<file path="src/rtl/multicycle_state_sequencer.sv">
// Control-state sequencer for the multicycle RV32I core: walks each instruction
// through IF/ID/EX_1/EX_2/MEM/WB, traps illegal opcodes, and keeps cycle/retire counters.
module multicycle_state_sequencer #(
    parameter int CNT_W = 32
) (
    input  logic             clk,
    input  logic             reset,
    input  logic [6:0]       opcode,
    input  logic             bcond,
    input  logic             halt_req,
    output logic [2:0]       current_state,
    output logic             is_halted,
    output logic             illegal_inst,
    output logic             inst_done,
    output logic [CNT_W-1:0] cycle_count,
    output logic [CNT_W-1:0] retired_count
);

    typedef enum logic [2:0] {
        S_IF     = 3'd0,
        S_ID     = 3'd1,
        S_EX1    = 3'd2,
        S_EX2    = 3'd3,
        S_MEM    = 3'd4,
        S_WB     = 3'd5,
        S_HALT   = 3'd6,
        S_UNUSED = 3'd7
    } state_t;

    localparam logic [6:0] OP_ARITH     = 7'b0110011;
    localparam logic [6:0] OP_ARITH_IMM = 7'b0010011;
    localparam logic [6:0] OP_LOAD      = 7'b0000011;
    localparam logic [6:0] OP_STORE     = 7'b0100011;
    localparam logic [6:0] OP_BRANCH    = 7'b1100011;
    localparam logic [6:0] OP_JAL       = 7'b1101111;
    localparam logic [6:0] OP_JALR      = 7'b1100111;
    localparam logic [6:0] OP_ECALL     = 7'b1110011;

    localparam logic [CNT_W-1:0] CNT_ONE = {{(CNT_W-1){1'b0}}, 1'b1};

    state_t           state_q, state_d;
    logic             illegal_q;
    logic [CNT_W-1:0] cycle_q, retired_q;
    logic             trap;
    logic             is_alu, is_mem, legal;

    always_comb begin
        is_alu = (opcode == OP_ARITH) || (opcode == OP_ARITH_IMM) ||
                 (opcode == OP_JAL)   || (opcode == OP_JALR);
        is_mem = (opcode == OP_LOAD)  || (opcode == OP_STORE);
        legal  = is_alu || is_mem || (opcode == OP_BRANCH) || (opcode == OP_ECALL);
    end

    always_comb begin
        state_d = S_IF;
        trap    = 1'b0;
        case (state_q)
            S_IF: state_d = S_ID;
            S_ID: begin
                if (opcode == OP_ECALL) begin
                    state_d = halt_req ? S_HALT : S_IF;
                end else if (!legal) begin
                    state_d = S_HALT;
                    trap    = 1'b1;
                end else begin
                    state_d = S_EX1;
                end
            end
            S_EX1: begin
                if (is_alu)                   state_d = S_WB;
                else if (is_mem)              state_d = S_MEM;
                else if (opcode == OP_BRANCH) state_d = bcond ? S_EX2 : S_IF;
                else                          state_d = S_IF;
            end
            S_EX2:  state_d = S_IF;
            S_MEM:  state_d = (opcode == OP_LOAD) ? S_WB : S_IF;
            S_WB:   state_d = S_IF;
            S_HALT: state_d = S_HALT;
            default: state_d = S_IF;
        endcase
    end

    // Retirement is the last cycle of an instruction; the illegal trap retires nothing.
    always_comb begin
        inst_done = !reset && !trap &&
                    (state_q != S_HALT) && (state_q != S_UNUSED) &&
                    ((state_d == S_IF) || (state_d == S_HALT));
    end

    always_ff @(posedge clk) begin
        if (reset) begin
            state_q   <= S_IF;
            illegal_q <= 1'b0;
            cycle_q   <= '0;
            retired_q <= '0;
        end else begin
            state_q <= state_d;
            if (trap)
                illegal_q <= 1'b1;
            if (state_q != S_HALT)
                cycle_q <= cycle_q + CNT_ONE;
            if (inst_done)
                retired_q <= retired_q + CNT_ONE;
        end
    end

    assign current_state = state_q;
    assign is_halted     = (state_q == S_HALT);
    assign illegal_inst  = illegal_q;
    assign cycle_count   = cycle_q;
    assign retired_count = retired_q;

endmodule

</file>
<file path="config.mk">
export PLATFORM = sky130hd
export DESIGN_NAME = multicycle_state_sequencer
export DESIGN_NICKNAME = d
export VERILOG_FILES = /design/src/rtl/multicycle_state_sequencer.sv
export SDC_FILE = /design/constraint.sdc
export NUM_CORES = 1
export LEC_CHECK = 0
export CAP_MARGIN = 20
export CORE_ASPECT_RATIO = 1.2
export CORE_MARGIN = 2
export CORE_UTILIZATION = 50
export DETAILED_ROUTE_END_ITERATION = 12
export PLACE_DENSITY = 0.91
export SLEW_MARGIN = 20
export SYNTH_ARGS = -nofsm -noshare
export SYNTH_HDL_FRONTEND = slang
export SYNTH_SLANG_ARGS = --single-unit
export TNS_END_PERCENT = 30
</file>
<file path="constraint.sdc">
create_clock -name clk -period 5.35 [get_ports clk]
set_input_delay 1.605 -clock clk [delete_from_list [all_inputs] [get_ports clk]]
set_output_delay 1.605 -clock clk [all_outputs]
set_load 0.05 [all_outputs]
</file>
==> results.py, run 1 <==
metrics = {
    "placed_design": {
        "dp.final_hpwl_um": 5740,
        "numPortBuffers": 80,
        "place.gp.congestion": 0.821,
        "place_area_um2": 4180,
    },
    "sta": {
        "setup_viol": 0,
        "minimum_period_implied_by_the_final_worst_setup_slack_ns": 5.13,
        "finalHoldViolations": 0,
        "max_freq_ghz": 0.195,
        "fin_tns_setup_ns": 0,
        "slew_violations": 0,
        "worst_slew_pin_slew_ns": 0.761,
        "finClkSkew_ns": 0.00941,
        "post-route-period-util_pct": 95.9,
        "worst_slew_margin_rel_pct": 48.8,
        "grt_setup_unrepaired": "false",
    },
    "floorplanning": {
        "die_h_um": 93.4,
        "placement_rows": 32,
        "die_w_um": 78.5,
        "start_util_pct": 51.7,
        "coreArea_um2": 6450,
        "boundaryPins": 81,
        "dieArea_um2": 7340,
    },
    "yosys": {
        "syn-cell-area_um2": 3330,
        "synth_top_cell_by_area": "sky130_fd_sc_hd__dfxtp_1",
        "yosysWarnings": 0,
        "ys_types": 53,
        "synth-main-ff-cell": "sky130_fd_sc_hd__dfxtp_1",
        "synth_enable_flop_cells": 0,
        "post_synth_most_frequent_cells": "sky130_fd_sc_hd__dfxtp_1, sky130_fd_sc_hd__nor2_1, sky130_fd_sc_hd__a21oi_1, sky130_fd_sc_hd__nand2_1, sky130_fd_sc_hd__o21ai_0",
        "synth-seq-cells": 68,
        "synth_area_leaders": "sky130_fd_sc_hd__dfxtp_1, sky130_fd_sc_hd__a21oi_1, sky130_fd_sc_hd__xor2_1, sky130_fd_sc_hd__nor2_1, sky130_fd_sc_hd__o21ai_0",
        "synth_fp_nets": 418,
        "synthMostInstantiatedCell": "sky130_fd_sc_hd__dfxtp_1",
        "share_of_yosys_cell_area_claimed_by_the_top_area_cell_type_pct": 40.8,
        "async_reset_ff_share_pct": 0,
        "ys_seq_area_share_pct": 40.8,
        "syn_avg_cell_area_um2": 8.23,
        "synth_cells": 405,
    },
    "route": {
        "detail_route.wirelength_um": 8210,
        "detailedRoute.firstIterationViolations": 233,
        "detail_routed_net_length_per_standard_cell_um": 14.3,
        "drt_first_pass_iters": 4,
        "post-route-drc-count": 0,
        "viasPerCell": 5.75,
        "detail-route-antenna-nets": 0,
        "vias": 3294,
    },
    "power": {
        "vdd.ir_drop.worst_mv": 0.198,
        "power-per-cell-area_nw_per_um2": 270,
        "p_leak_nw": 1.45,
    },
    "setup_path": {
        "crit_type": "in2out",
        "crit-reg2reg-launch": "retired_count[5]",
        "worst-r2r-setup-slack_ns": 2.83,
        "setup.worst_path.start_class": "primary input",
        "crit_required_ns": 3.74,
        "r2r.worst_path.cells": 7,
        "worst_r2r_end": "retired_count[27]",
        "critical_path_peak_fanout": 8,
        "cp_data_arrival_time_ns": 3.52,
        "timing.critical_path.to_type": "primary output",
    },
    "global_routing": {
        "grt_pass1_wl_um": 13700,
        "grt_antenna_before_repair": 0,
        "gr-total-overflow": 0,
        "grt_max_degree": 70,
        "grt_pass1_vias": 3071,
        "globalRouteTotalUtil_pct": 23.0,
    },
    "min_path": {
        "holdPathEnd": "illegal_inst",
        "worst_hold_startpoint": "illegal_inst",
        "hold_class": "reg2reg",
        "number_of_cells_on_the_worst_hold_path": 2,
    },
    "clocking": {
        "path_clk_slew_ns": 0.06,
        "clock_sinks": 68,
        "tritoncts_buffer_count": 9,
        "cts_max_level": 3,
        "clock_path_buffers": 2,
        "clock_latency_ns": 0.34,
        "clock_tree_from_tritoncts": "done",
        "post_cts_resized": 0,
        "cts.repair_timing.setup_buffer_count": 0,
        "cts_root_buffer": "sky130_fd_sc_hd__clkbuf_8",
        "cts.hold.buffers_added": 0,
    },
    "layout": {
        "antenna-diode-count": 0,
        "share_of_final_layout_standard_cells_stronger_than_drive_strength_1_pct": 8.20,
        "layout-area-overhead-vs-synth_pct": 33.1,
        "postLayoutCellArea_um2": 4440,
        "fillCellCount": 509,
        "final_core_util_pct": 68.8,
        "finalNetCount": 496,
    },
    "run_status": {
        "run_status": "finished, final reports clean",
    },
    "job": {
        "cap_viol_max_count": 0,
    },
}
[per-layer routing]
metal	track usage [%]	up-vias	share of wire, %
li1	-	1613	-
met1	25.5	1550	41
met2	40.8	107	51
met3	5.21	24	4.8
met4	12.0	0	2.8
met5	0	-	0
[layout by cell type (no fill, tap or decap), types with 2 or more instances in the layout]
cell                              netlist  routed
sky130_fd_sc_hd__o2111ai_1              2       2
sky130_fd_sc_hd__ha_1                   2       2
sky130_fd_sc_hd__nor3_1                 6       6
sky130_fd_sc_hd__bufinv_16              0       3
sky130_fd_sc_hd__and2_1                 2       2
sky130_fd_sc_hd__or3_1                 19      19
sky130_fd_sc_hd__nand4b_1               2       2
sky130_fd_sc_hd__clkbuf_8               0      11
sky130_fd_sc_hd__nand4_1                6       6
sky130_fd_sc_hd__nand3b_1               2       2
sky130_fd_sc_hd__dfxtp_1               68      68
sky130_fd_sc_hd__nand3_1               23      23
sky130_fd_sc_hd__nand4_2                2       2
sky130_fd_sc_hd__clkdlybuf4s50_1        0      78
sky130_fd_sc_hd__xnor2_1                9       9
sky130_fd_sc_hd__o31ai_1               13      13
sky130_fd_sc_hd__and4_1                 3       3
sky130_fd_sc_hd__o211ai_1               2       2
sky130_fd_sc_hd__and3_1                12      12
sky130_fd_sc_hd__o21ai_0               27      27
sky130_fd_sc_hd__or4_1                 11      11
sky130_fd_sc_hd__or2_2                  2       2
sky130_fd_sc_hd__nand2_1               34      34
sky130_fd_sc_hd__xor2_1                18      18
sky130_fd_sc_hd__nor2b_1                7       7
sky130_fd_sc_hd__nor2_1                41      41
sky130_fd_sc_hd__inv_1                 10      10
sky130_fd_sc_hd__a21oi_1               37      37
sky130_fd_sc_hd__or3_2                  4       4
sky130_fd_sc_hd__buf_4                  1       6
[registers in the layout, summed over array words and instances (netlist names)]
name / count
cycle_count: 32
illegal_inst: 1
current_state: 3
retired_count: 32
[worst max-delay path, stage by stage]
cell                              delay, ns
sky130_fd_sc_hd__clkdlybuf4s50_1       0.61
sky130_fd_sc_hd__nand3b_1              0.20
sky130_fd_sc_hd__o21ai_1               0.22
sky130_fd_sc_hd__a2bb2oi_1             0.30
sky130_fd_sc_hd__a21oi_2               0.11
sky130_fd_sc_hd__o21ai_2               0.23
sky130_fd_sc_hd__inv_1                 0.06
sky130_fd_sc_hd__buf_4                 0.19
[worst max-delay path by stage]
stage,end,cells past startpoint,slack [ns],from
floorplan,inst_done,9,0.37,opcode[2]
global placement,inst_done,8,0.30,opcode[2]
detailed placement,inst_done,8,0.24,opcode[2]
CTS,inst_done,8,0.24,opcode[2]
global route,inst_done,8,0.13,opcode[6]
finish,inst_done,8,0.22,opcode[6]
[through the flow]
stage          setup WS (ns)  cells  power (mW)  hold WS (ns)
6_report               0.220    573        1.20         0.461
5_1_grt                0.127    573        1.24         0.503
4_1_cts                0.235    573        1.20         0.459
3_5_place_dp           0.237    557       0.684         0.449
3_3_place_gp           0.296    557       0.680         0.445
2_1_floorplan          0.371    405       0.637         0.664
[cell families after synthesis]
logic type	Yosys count	share of synthesized area, %
adders and majority gates	2	0.751
xor gates and xnor gates	27	7.09
and+or+nand+nor	186	30.5
muxes	2	0.638
AOI/OAI and AO/OA	92	16.3
buffers and inverters	28	3.87
DFF	68	40.8
[cell type report]
type	count	area (um^2)	area share [%]
clock buffers	12	155	3.50
clock inverters	4	95.1	2.14
inverters	10	37.5	0.846
multi-input cells	309	1850	41.7
flip-flops and latches	68	1360	30.7
well taps	85	106	2.40
repair buffers	85	831	18.7
[where the power goes]
part / switching, mW / internal, mW
Combinational: 0.0947 / 0.0515
Sequential: 0.0122 / 0.515
Clock: 0.191 / 0.335
Power figures use the tool's default switching activity.
==> inputs of run 2 (changes only) <==
--- a/config.mk
+++ b/config.mk
@@ -10,7 +10,7 @@
 export CORE_MARGIN = 2
 export CORE_UTILIZATION = 50
 export DETAILED_ROUTE_END_ITERATION = 12
-export PLACE_DENSITY = 0.91
+export PLACE_DENSITY = 0.81
 export SLEW_MARGIN = 20
 export SYNTH_ARGS = -nofsm -noshare
 export SYNTH_HDL_FRONTEND = slang
==> run 2 against run 1 <==
Net effect:
- clock skew is 0.0024 ns lower
- wire length decreased by 4.4%
- final cell count down 0.35%
- non-clock buffer count did not move
- worst hold slack better by 0.0027 ns
- power down 12%
- maximum frequency up 0.44%
- combinational power hardly changed
- setup slack improved by 0.023 ns
- cell area down 1.7%
- first-iteration DRC count shrank 19%
- highest routed layer unchanged
==> results.py, run 2 (synthesized netlist as in run 1, its figures left out) <==
metrics = {
    "floorplanning": {
        "placement_rows": 32,
        "boundaryPins": 81,
        "dieArea_um2": 7340,
        "die_h_um": 93.4,
        "start_util_pct": 51.7,
        "coreArea_um2": 6450,
        "die_w_um": 78.5,
    },
    "sta": {
        "setup_ws_ns": 0.243,
        "minimum_period_implied_by_the_final_worst_setup_slack_ns": 5.11,
        "grt_setup_unrepaired": "false",
        "finalHoldViolations": 0,
        "slew_violations": 0,
        "setup_viol": 0,
        "post-route-period-util_pct": 95.5,
        "worst_slew_margin_rel_pct": 53.2,
        "fin_tns_setup_ns": 0,
        "finClkSkew_ns": 0.00698,
        "max_freq_ghz": 0.196,
        "hold-worst-slack_ns": 0.464,
        "worst_slew_pin_slew_ns": 0.696,
    },
    "layout": {
        "layout-area-overhead-vs-synth_pct": 30.8,
        "mostFrequentLayoutCell": "sky130_fd_sc_hd__clkdlybuf4s50_1",
        "antenna-diode-count": 0,
        "postLayoutCellArea_um2": 4360,
        "share_of_final_layout_standard_cells_stronger_than_drive_strength_1_pct": 8.02,
        "most-common-layout-cells": "sky130_fd_sc_hd__clkdlybuf4s50_1, sky130_fd_sc_hd__dfxtp_1, sky130_fd_sc_hd__nor2_1",
        "final_core_util_pct": 67.6,
        "seqCellArea_um2": 1360,
        "fillCellCount": 543,
        "layout.cells.non_filler": 571,
        "multi_input_area_um2": 1850,
        "finalNetCount": 496,
    },
    "clocking": {
        "cts_root_buffer": "sky130_fd_sc_hd__clkbuf_8",
        "clock_latency_ns": 0.34,
        "cts_max_level": 3,
        "post_cts_resized": 0,
        "clock_tree_from_tritoncts": "done",
        "path_clk_slew_ns": 0.07,
        "tritoncts_buffer_count": 9,
        "clock_path_buffers": 2,
        "cts.repair_timing.setup_buffer_count": 0,
        "cts.hold.buffers_added": 0,
        "clock_sinks": 68,
    },
    "route": {
        "drt_first_pass_iters": 4,
        "post-route-drc-count": 0,
        "detail_route.wirelength_um": 7840,
        "detail_routed_net_length_per_standard_cell_um": 13.7,
        "vias": 3163,
        "detail-route-antenna-nets": 0,
        "detailedRoute.firstIterationViolations": 188,
        "viasPerCell": 5.54,
    },
    "setup_path": {
        "cp_data_arrival_time_ns": 3.50,
        "setup.worst_path.start_class": "primary input",
        "crit_type": "in2out",
        "timing.critical_path.slowest_stage_cell": "sky130_fd_sc_hd__clkdlybuf4s50_1",
        "worst_setup_path_startpoint": "opcode[2]",
        "crit_path_cell_count": 8,
        "path_delay_family": "simple AND/OR/NAND/NOR gates",
        "r2r.worst_path.cells": 7,
        "timing.critical_path.to_type": "primary output",
        "cp_slowest_stage_delay_ns": 0.42,
        "cp.buffers_inverters": 3,
        "crit_required_ns": 3.74,
        "critical_path_peak_fanout": 7,
        "crit-reg2reg-launch": "retired_count[5]",
        "path_cells": "clkdlybuf4s50_1 > nand4bb_4 > nor4_1 > o21ai_0 > and3_1 > o21ai_2 > inv_1 > buf_4",
        "worst-r2r-setup-slack_ns": 2.82,
    },
    "power": {
        "power.internal_uw": 766,
        "share_clk_of_total_power_pct": 36.1,
        "power-per-cell-area_nw_per_um2": 242,
        "p_comb_share_pct": 13.9,
        "p_seq_share_pct": 50.0,
        "report.power.total_mw": 1.05,
        "p_leak_nw": 1.42,
        "vdd.ir_drop.worst_mv": 0.200,
        "net_sw_power_uw": 287,
        "power.share.switching_pct": 27.3,
    },
    "global_routing": {
        "grt_pass1_wl_um": 13100,
        "gr-total-overflow": 0,
        "globalRouteTotalUtil_pct": 22.1,
        "grt_pass1_vias": 2932,
        "grt_antenna_before_repair": 0,
        "grt_max_degree": 70,
    },
    "min_path": {
        "hold_class": "reg2reg",
        "number_of_cells_on_the_worst_hold_path": 2,
        "worst_hold_startpoint": "illegal_inst",
    },
    "placed_design": {
        "dp.final_hpwl_um": 5480,
        "place.gp.congestion": 0.840,
        "placed_cells_incl_taps": 557,
        "numPortBuffers": 80,
        "worst_slack_at_placement_ns": 0.225,
        "place_area_um2": 4180,
    },
    "job": {
        "cap_viol_max_count": 0,
    },
    "run_status": {
        "run_status": "finished, final reports clean",
    },
}
## run 2: cell types whose count changed in the layout (fill, tap and decap cells not counted)
cell and delta:
sky130_fd_sc_hd__clkbuf_8 +1, sky130_fd_sc_hd__clkbuf_1 -1, sky130_fd_sc_hd__clkinv_2 +1, sky130_fd_sc_hd__bufinv_16 -3
## run 2: cell type report
| class | instances | share of cell area, % |
|---|---|---|
| Tap cell | 85 | 2.44 |
| Multi-Input combinational cell | 309 | 42.4 |
| Clock buffer | 12 | 3.79 |
| Inverter | 10 | 0.861 |
| Sequential cell | 68 | 31.2 |
| Clock inverter | 2 | 0.230 |
| Timing Repair Buffer | 85 | 19.1 |
## run 2: final timing paths
check	endpoint
worst max register to register	retired_count[27]
worst min register to register	illegal_inst
worst max-delay path	inst_done
worst min-delay path	illegal_inst
## run 2: layer usage
| metal | vias up | global-route usage (%) | share of wire [%] |
|---|---|---|---|
| li1 | 1609 | - | - |
| met1 | 1456 | 26.4 | 45 |
| met2 | 75 | 36.5 | 47 |
| met3 | 23 | 5.60 | 4.2 |
| met4 | 0 | 11.3 | 3.4 |
| met5 | - | 0 | 0 |
## run 2: worst min-delay path: stages, from the launching register on
cell                      delay (ns)
sky130_fd_sc_hd__dfxtp_1        0.32
sky130_fd_sc_hd__inv_1          0.05
sky130_fd_sc_hd__a21oi_1        0.05
## run 2: power by group through the flow
stage	sequential, mW	combinational, mW	clock (mW)
2_1_floorplan	0.565	0.0720	0
6_report	0.526	0.146	0.381
4_1_cts	0.526	0.147	0.388
5_1_grt	0.527	0.158	0.411
3_3_place_gp	0.537	0.145	0
3_5_place_dp	0.537	0.147	0
==> inputs of run 3 (changes only) <==
--- a/config.mk
+++ b/config.mk
@@ -9,6 +9,7 @@
 export CORE_ASPECT_RATIO = 1.2
 export CORE_MARGIN = 2
 export CORE_UTILIZATION = 50
+export CTS_CLUSTER_DIAMETER = 200
 export DETAILED_ROUTE_END_ITERATION = 12
 export PLACE_DENSITY = 0.81
 export SLEW_MARGIN = 20
==> results of run 3 <==
No change in the layout: final DEF, timing and power equal those of run 2.
